## src/rtl/phaser_in_pkg.sv

```systemverilog
// -----------------------------------------------------------------------------
// phaser_in_pkg
// Shared types and constants for the read-side phaser control block.
//   tap_state_t  : tap FSM state (IDLE, SETTLE)
//   TAP_MAX      : largest legal fine-tap value
//   TAP_W/PSEL_W : fine-tap and phase-select widths
//   CNT_W        : packed {phase_sel, tap} width
//   WIN_W        : read-window counter width
// -----------------------------------------------------------------------------
package phaser_in_pkg;

    typedef enum logic {
        IDLE   = 1'b0,
        SETTLE = 1'b1
    } tap_state_t;

    localparam int TAP_MAX = 63;
    localparam int TAP_W   = 6;
    localparam int PSEL_W  = 3;
    localparam int CNT_W   = 9;
    localparam int WIN_W   = 4;

    // True when a step in the requested direction would leave 0..TAP_MAX.
    function automatic logic step_blocked(input logic [TAP_W-1:0] tap, input logic inc);
        return inc ? (tap == TAP_W'(TAP_MAX)) : (tap == '0);
    endfunction

endpackage

```

## src/rtl/phaser_in_rden_gen.sv

```systemverilog
// -----------------------------------------------------------------------------
// phaser_in_rden_gen
// Turns each BURSTPENDING pulse into a RDENABLE capture window that opens
// RDEN_LATENCY cycles later and lasts RD_CYCLES cycles. A later burst whose
// delayed pulse arrives while a window is open simply reloads the counter,
// so overlapping windows merge without a gap.
// Ports:
//   SYSCLK        in  clock, all logic on posedge
//   RST_N         in  synchronous active-low reset; clears delay line + window
//   BURSTPENDING  in  one-cycle pulse per read burst
//   RDENABLE      out registered capture window
// -----------------------------------------------------------------------------
module phaser_in_rden_gen
    import phaser_in_pkg::*;
#(
    parameter int unsigned RDEN_LATENCY = 5,
    parameter int unsigned RD_CYCLES    = 4
) (
    input  logic SYSCLK,
    input  logic RST_N,
    input  logic BURSTPENDING,
    output logic RDENABLE
);

    // The window counter itself adds one cycle, so the delay line is one
    // stage shorter than the requested latency.
    localparam int unsigned DLY = RDEN_LATENCY - 1;

    logic pulse_dly;

    generate
        if (DLY == 0) begin : g_nodly
            assign pulse_dly = BURSTPENDING;
        end else begin : g_dly
            logic [DLY-1:0] dly_reg;
            logic [DLY-1:0] dly_next;

            for (genvar gi = 0; gi < DLY; gi++) begin : g_stage
                if (gi == 0) begin : g_first
                    assign dly_next[gi] = BURSTPENDING;
                end else begin : g_rest
                    assign dly_next[gi] = dly_reg[gi-1];
                end
            end

            always_ff @(posedge SYSCLK) begin
                if (!RST_N) begin
                    dly_reg <= '0;
                end else begin
                    dly_reg <= dly_next;
                end
            end

            assign pulse_dly = dly_reg[DLY-1];
        end
    endgenerate

    logic [WIN_W-1:0] win_reg;
    logic [WIN_W-1:0] win_next;
    logic             rden_reg;

    always_comb begin
        win_next = win_reg;
        if (pulse_dly) begin
            win_next = WIN_W'(RD_CYCLES);
        end else if (win_reg != '0) begin
            win_next = win_reg - WIN_W'(1);
        end
    end

    always_ff @(posedge SYSCLK) begin
        if (!RST_N) begin
            win_reg  <= '0;
            rden_reg <= 1'b0;
        end else begin
            win_reg  <= win_next;
            rden_reg <= (win_next != '0);
        end
    end

    assign RDENABLE = rden_reg;

endmodule

```

## src/rtl/phaser_in_rdctl.sv

```systemverilog
// -----------------------------------------------------------------------------
// phaser_in_rdctl
// Read-side capture control for one DDR PHY byte lane. Holds the 6-bit fine
// capture-delay tap and 3-bit phase select, handles step requests with
// overflow detection and a settle interval, supports load/readback from the
// calibration logic, and generates the RDENABLE capture window.
//
// Build option: define PHASER_IN_ERRCNT_EN to count step requests dropped
// while settling (saturating at 255). Without it ERRCNT is constant zero.
//
// Ports:
//   SYSCLK          in   clock, all logic on posedge
//   RST_N           in   synchronous active-low reset
//   FINEENABLE      in   one-cycle fine-tap step request
//   FINEINC         in   step direction, 1 = +1, 0 = -1
//   COUNTERLOADEN   in   load {phase_sel, tap} from COUNTERLOADVAL
//   COUNTERLOADVAL  in   [8:6] phase select, [5:0] fine tap
//   COUNTERREADEN   in   capture live {phase_sel, tap} into COUNTERREADVAL
//   BURSTPENDING    in   one-cycle pulse per read burst
//   COUNTERREADVAL  out  readback value
//   FINEOVERFLOW    out  sticky step-out-of-range flag
//   BUSY            out  tap settling, steps dropped
//   RDENABLE        out  capture window
//   TAPVAL          out  live {phase_sel, tap}
//   ERRCNT          out  dropped-step count (zero unless PHASER_IN_ERRCNT_EN)
// -----------------------------------------------------------------------------
module phaser_in_rdctl
    import phaser_in_pkg::*;
#(
    parameter int unsigned FINE_DELAY   = 0,
    parameter int unsigned PHASE_SEL    = 0,
    parameter int unsigned SETTLE_CYC   = 4,
    parameter int unsigned RDEN_LATENCY = 5,
    parameter int unsigned RD_CYCLES    = 4
) (
    input  logic             SYSCLK,
    input  logic             RST_N,
    input  logic             FINEENABLE,
    input  logic             FINEINC,
    input  logic             COUNTERLOADEN,
    input  logic [CNT_W-1:0] COUNTERLOADVAL,
    input  logic             COUNTERREADEN,
    input  logic             BURSTPENDING,
    output logic [CNT_W-1:0] COUNTERREADVAL,
    output logic             FINEOVERFLOW,
    output logic             BUSY,
    output logic             RDENABLE,
    output logic [CNT_W-1:0] TAPVAL,
    output logic [7:0]       ERRCNT
);

    // Reject out-of-range configurations while elaborating.
    generate
        if (FINE_DELAY > 63 || PHASE_SEL > 7 ||
            SETTLE_CYC < 1 || SETTLE_CYC > 15 ||
            RDEN_LATENCY < 1 || RDEN_LATENCY > 15 ||
            RD_CYCLES < 1 || RD_CYCLES > 15) begin : g_bad_param
            $fatal(1, "phaser_in_rdctl: parameter out of range");
        end
    endgenerate

    // ------------------------------------------------------------------
    // Tap FSM
    // ------------------------------------------------------------------
    tap_state_t        state_reg;
    logic [PSEL_W-1:0] psel_reg;
    logic [TAP_W-1:0]  tap_reg;
    logic              ovf_reg;
    logic              busy_reg;
    logic [3:0]        settle_reg;
    logic [TAP_W-1:0]  tap_step_val;

    assign tap_step_val = FINEINC ? (tap_reg + TAP_W'(1)) : (tap_reg - TAP_W'(1));

    always_ff @(posedge SYSCLK) begin
        if (!RST_N) begin
            state_reg  <= IDLE;
            psel_reg   <= PSEL_W'(PHASE_SEL);
            tap_reg    <= TAP_W'(FINE_DELAY);
            ovf_reg    <= 1'b0;
            busy_reg   <= 1'b0;
            settle_reg <= '0;
        end else begin
            case (state_reg)
                IDLE: begin
                    if (COUNTERLOADEN) begin
                        {psel_reg, tap_reg} <= COUNTERLOADVAL;
                        ovf_reg    <= 1'b0;
                        settle_reg <= 4'(SETTLE_CYC);
                        state_reg  <= SETTLE;
                        busy_reg   <= 1'b1;
                    end else if (FINEENABLE) begin
                        if (step_blocked(tap_reg, FINEINC)) begin
                            // Tap saturates rather than wrapping.
                            ovf_reg <= 1'b1;
                        end else begin
                            tap_reg    <= tap_step_val;
                            ovf_reg    <= 1'b0;
                            settle_reg <= 4'(SETTLE_CYC);
                            state_reg  <= SETTLE;
                            busy_reg   <= 1'b1;
                        end
                    end
                end
                SETTLE: begin
                    if (COUNTERLOADEN) begin
                        // A load during settling restarts the settle interval.
                        {psel_reg, tap_reg} <= COUNTERLOADVAL;
                        ovf_reg    <= 1'b0;
                        settle_reg <= 4'(SETTLE_CYC);
                    end else if (settle_reg == 4'd1) begin
                        state_reg <= IDLE;
                        busy_reg  <= 1'b0;
                    end else begin
                        settle_reg <= settle_reg - 4'd1;
                    end
                end
                default: begin
                    state_reg <= IDLE;
                    busy_reg  <= 1'b0;
                end
            endcase
        end
    end

    assign TAPVAL       = {psel_reg, tap_reg};
    assign FINEOVERFLOW = ovf_reg;
    assign BUSY         = busy_reg;

    // ------------------------------------------------------------------
    // Readback: samples the pre-update value, so a same-cycle load is not
    // visible until the next read.
    // ------------------------------------------------------------------
    logic [CNT_W-1:0] rdval_reg;

    always_ff @(posedge SYSCLK) begin
        if (!RST_N) begin
            rdval_reg <= '0;
        end else if (COUNTERREADEN) begin
            rdval_reg <= {psel_reg, tap_reg};
        end
    end

    assign COUNTERREADVAL = rdval_reg;

    // ------------------------------------------------------------------
    // Dropped-step counter. A step that loses to a same-cycle load is not
    // an error and is not counted.
    // ------------------------------------------------------------------
`ifdef PHASER_IN_ERRCNT_EN
    logic [7:0] err_reg;
    logic       drop_step;

    assign drop_step = (state_reg == SETTLE) && FINEENABLE && !COUNTERLOADEN;

    always_ff @(posedge SYSCLK) begin
        if (!RST_N) begin
            err_reg <= '0;
        end else if (drop_step && (err_reg != 8'hFF)) begin
            err_reg <= err_reg + 8'd1;
        end
    end

    assign ERRCNT = err_reg;
`else
    assign ERRCNT = 8'h00;
`endif

    // ------------------------------------------------------------------
    // Read-enable window
    // ------------------------------------------------------------------
    phaser_in_rden_gen #(
        .RDEN_LATENCY (RDEN_LATENCY),
        .RD_CYCLES    (RD_CYCLES)
    ) u_rden_gen (
        .SYSCLK       (SYSCLK),
        .RST_N        (RST_N),
        .BURSTPENDING (BURSTPENDING),
        .RDENABLE     (RDENABLE)
    );

endmodule
```

## config.mk

```make
export PLATFORM = sky130hd
export DESIGN_NAME = phaser_in_rdctl
export DESIGN_NICKNAME = d
export VERILOG_FILES = /design/src/rtl/phaser_in_pkg.sv /design/src/rtl/phaser_in_rden_gen.sv /design/src/rtl/phaser_in_rdctl.sv
export SDC_FILE = /design/constraint.sdc
export NUM_CORES = 1
export LEC_CHECK = 0
export BUFFER_PORTS_ARGS = -buffer_cell sky130_fd_sc_hd__buf_2
export CORE_MARGIN = 3
export CORE_UTILIZATION = 47
export CTS_CLUSTER_DIAMETER = 200
export DETAILED_ROUTE_END_ITERATION = 10
export GPL_ROUTABILITY_DRIVEN = 0
export PLACE_DENSITY = 0.74
export RECOVER_POWER = 100
export SYNTH_ARGS = -nofsm -noshare
export SYNTH_HDL_FRONTEND = slang
export SYNTH_SLANG_ARGS = --single-unit
```

## constraint.sdc

```tcl
create_clock -name SYSCLK -period 1.75 [get_ports SYSCLK]
set_input_delay 0.2625 -clock SYSCLK [delete_from_list [all_inputs] [get_ports SYSCLK]]
set_output_delay 0.2625 -clock SYSCLK [all_outputs]
set_load 0.05 [all_outputs]
```

==> impl_metrics.env <==
export IMPL_synth_top_family_by_area="simple AND/OR/NAND/NOR gates"
export IMPL_synth_top_area_share_pct=39.6
export IMPL_ys_top_cells_by_area="dfxtp_1 (40%), mux2i_1 (7.6%), ha_1 (5.1%)"
export IMPL_wl_met2_um=1800
export IMPL_grt_first_pass_wirelength_um=6380
export IMPL_fin_util_pct=59.5
export IMPL_crit_fanout=7
export IMPL_synth_most_common_cell="dfxtp_1"
export IMPL_antenna_left=0
export IMPL_grt_setup_unrepaired="no"
export IMPL_synth_top_flop_cell="dfxtp_1"
export IMPL_vias_per_cell=5.31
export IMPL_min_period_over_period_pct=94.9
export IMPL_synthArstFlopShare_pct=0
export IMPL_max_slew_margin_pct=51.1
export IMPL_crit_cells=4
export IMPL_port_buffers=36
export IMPL_final_hold_viol_count=0
export IMPL_power_density_nw_per_um2=1140
export IMPL_fin_crit_ns=1.66
export IMPL_tightest_slew_ns=0.734
export IMPL_wl_met3_um=225
export IMPL_ys_warnings_count=0
export IMPL_fin_nets=262
export IMPL_worst_setup_path_end_kind="register"
export IMPL_path_clk_slew_ns=0.10
export IMPL_critical_path_top_delay_family="compound AO/OA/AOI/OAI gates"
export IMPL_netlist_area_sq_um=1720
export IMPL_wirelength_um=3840
export IMPL_p_leak_nw=0.882
export IMPL_synth_mux_area_share_pct=7.57
export IMPL_fillerInstances=358
export IMPL_cp_required_ns=1.98
export IMPL_firstDrtPassIters=4
export IMPL_finClkSkew_ns=0.00600
export IMPL_synthAdderAreaFrac_pct=6.26
export IMPL_cp_endpoint="tap_reg[5]"
export IMPL_critPathBufInv=0
export IMPL_cts_buffers=5
export IMPL_reg2reg_slack_ns=0.09
export IMPL_outcome="completed"
export IMPL_setup_viol=0
export IMPL_vias=1507
export IMPL_cts_sinks=34
export IMPL_reg2reg_to="tap_reg[5]"
export IMPL_chipHeight_um=66.5
export IMPL_grt_max_degree=18
export IMPL_slew_violations=0
export IMPL_clockBufferDepth=2
export IMPL_worstPathCellList="ha_1 -> or3_1 -> a31o_2 -> a311oi_1"
export IMPL_worst_hold_slack_ns=0.140
export IMPL_hpwlAfterDp_um=2840
export IMPL_synthDistinctLibCells=42
export IMPL_hp_class="in2reg"
export IMPL_crit_arrival_ns=1.89
export IMPL_synth_edff_count=0
export IMPL_synth_common_cells="dfxtp_1 (34), a21oi_1 (17), nor2_1 (17)"
export IMPL_diodes=0
export IMPL_drv_cap=0
export IMPL_dpl_cell_count=277
export IMPL_final_cells=284
export IMPL_peakVddDrop_uv=664
export IMPL_timing_rr_start="tap_reg[4]"
export IMPL_drive_gt1_share_pct=18.9
export IMPL_cts_tree="done"
export IMPL_area_growth_pct=18.2
export IMPL_die_area_sq_um=4420
export IMPL_crit_path_top_delay_cell="dfxtp_2"
export IMPL_critPathKind="reg2reg"
export IMPL_synth_compound_area_share_pct=15.4
export IMPL_fp_dieW_um=66.5
export IMPL_grt_total_usage_pct=19.0
export IMPL_max_stage_delay_ns=0.43
export IMPL_synthSimpleGateAreaFrac_pct=21.3
export IMPL_max_freq_ghz=0.602
export IMPL_drc_errors=0
export IMPL_wl_per_cell_um=13.5
export IMPL_root_buffer="clkbuf_4"
export IMPL_drt_iter0_drc=72
export IMPL_highest_layer="met4"
export IMPL_avgSynthCellArea_sq_um=9.04
export IMPL_grt_pass1_vias=1404
export IMPL_gr_total_overflow=0
export IMPL_core_area_sq_um=3420
export IMPL_netlist_instances=190
export IMPL_ys_ff_latch=34
export IMPL_yosys_area_top_type="dfxtp_1"
export IMPL_wl_met1_um=1760
export IMPL_start_util_pct=50.3
export IMPL_r2r_cells=4
export IMPL_tns_ns=0
export IMPL_htreeDepth=2
export IMPL_clk_latency_ns=0.32
export IMPL_ctsHoldBuffers=0
export IMPL_startpoint="tap_reg[4]"
export IMPL_cp_start_kind="register"
export IMPL_ioPinCount=45
export IMPL_largest_register_ffs=9
export IMPL_synth_xor_xnor_area_share_pct=2.04
export IMPL_num_rows=21
export IMPL_seq_area_frac_synth_pct=39.6
export IMPL_antenna_found_initial=0
[worst reg2reg max path, cell delays in order (launching register included)]
cell	delay, ns
dfxtp_2	0.43
ha_1	0.29
or3_1	0.35
a31o_2	0.24
a311oi_1	0.25
[cell families after synthesis]
kind of cell / Yosys count
and+or+nand+nor: 66
AOI/OAI and AO/OA: 40
DFF: 34
buffers and inverters: 24
muxes: 13
adders and majority gates: 8
xor gates and xnor gates: 4
other: 1
[metal layers]
| metal | track usage (%) | up-vias |
|---|---|---|
| li1 | - | 767 |
| met3 | 5.40 | 4 |
| met2 | 29.4 | 38 |
| met1 | 25.3 | 698 |
| met5 | 0 | - |
| met4 | 6.60 | 0 |
[where the power goes]
group          internal [mW]  switching (mW)  total [mW]
clock                  0.333           0.244       0.577
combinational          0.290           0.487       0.777
sequential             0.868          0.0888       0.957
total                   1.49           0.820        2.31
[through the flow]
stage | worst slack (ns) | power [mW] | instance area (sq um)
after detailed placement | -0.0294 | 1.79 | 2000
after global placement | 0.0244 | 1.77 | 2000
after CTS | 0.0607 | 2.36 | 2080
final | 0.0885 | 2.31 | 2030
after floorplan | 0.00322 | 1.59 | 1750
after global routing | 0.0139 | 2.46 | 2030
[worst min-delay path by stage]
| stage | startpoint | endpoint | cells after the start |
|---|---|---|---|
| 4_1_cts | BURSTPENDING | u_rden_gen.g_dly.dly_reg[0] | 2 |
| 5_1_grt | BURSTPENDING | u_rden_gen.g_dly.dly_reg[0] | 2 |
| 6_report | BURSTPENDING | u_rden_gen.g_dly.dly_reg[0] | 2 |
| 3_5_place_dp | u_rden_gen.g_dly.dly_reg[1] | u_rden_gen.g_dly.dly_reg[2] | 1 |
| 2_1_floorplan | RST_N | u_rden_gen.g_dly.dly_reg[0] | 1 |
| 3_3_place_gp | u_rden_gen.g_dly.dly_reg[2] | u_rden_gen.g_dly.dly_reg[3] | 1 |
[placed cells by master, fill, tap and decap left out, types with 2 or more instances in the layout]
master     n
clkbuf_1  25
ha_1       7
o21ai_0    5
or3_1      7
a21oi_1   17
a211oi_1   2
nand3_1    4
nor3_1     8
inv_1     10
conb_1     8
buf_2     14
a311oi_1   5
and2_0     2
xnor2_1    3
and2_1     3
o311ai_0   3
and3_1     3
nand2_1    8
a21o_1     2
nor3b_1    2
nor2_1    17
dfxtp_2    6
buf_4      9
mux2i_1   13
dfxtp_1   28
clkbuf_4   5
or4_4      2
[area by class of cell]
type	instances	area [sq um]	area share [%]
Tap cell	46	57.6	2.83
Sequential cell	34	688	33.9
Clock inverter	1	30.0	1.48
Clock buffer	6	51.3	2.53
Inverter	10	37.5	1.85
Multi-Input combinational cell	139	935	46.0
Timing Repair Buffer	48	231	11.4
[repair_timing]
item                       CTS  global route
gates resized for setup      0             2
setup buffers                0             0
setup endpoints to repair    0             3
Power figures use the tool's default switching activity.
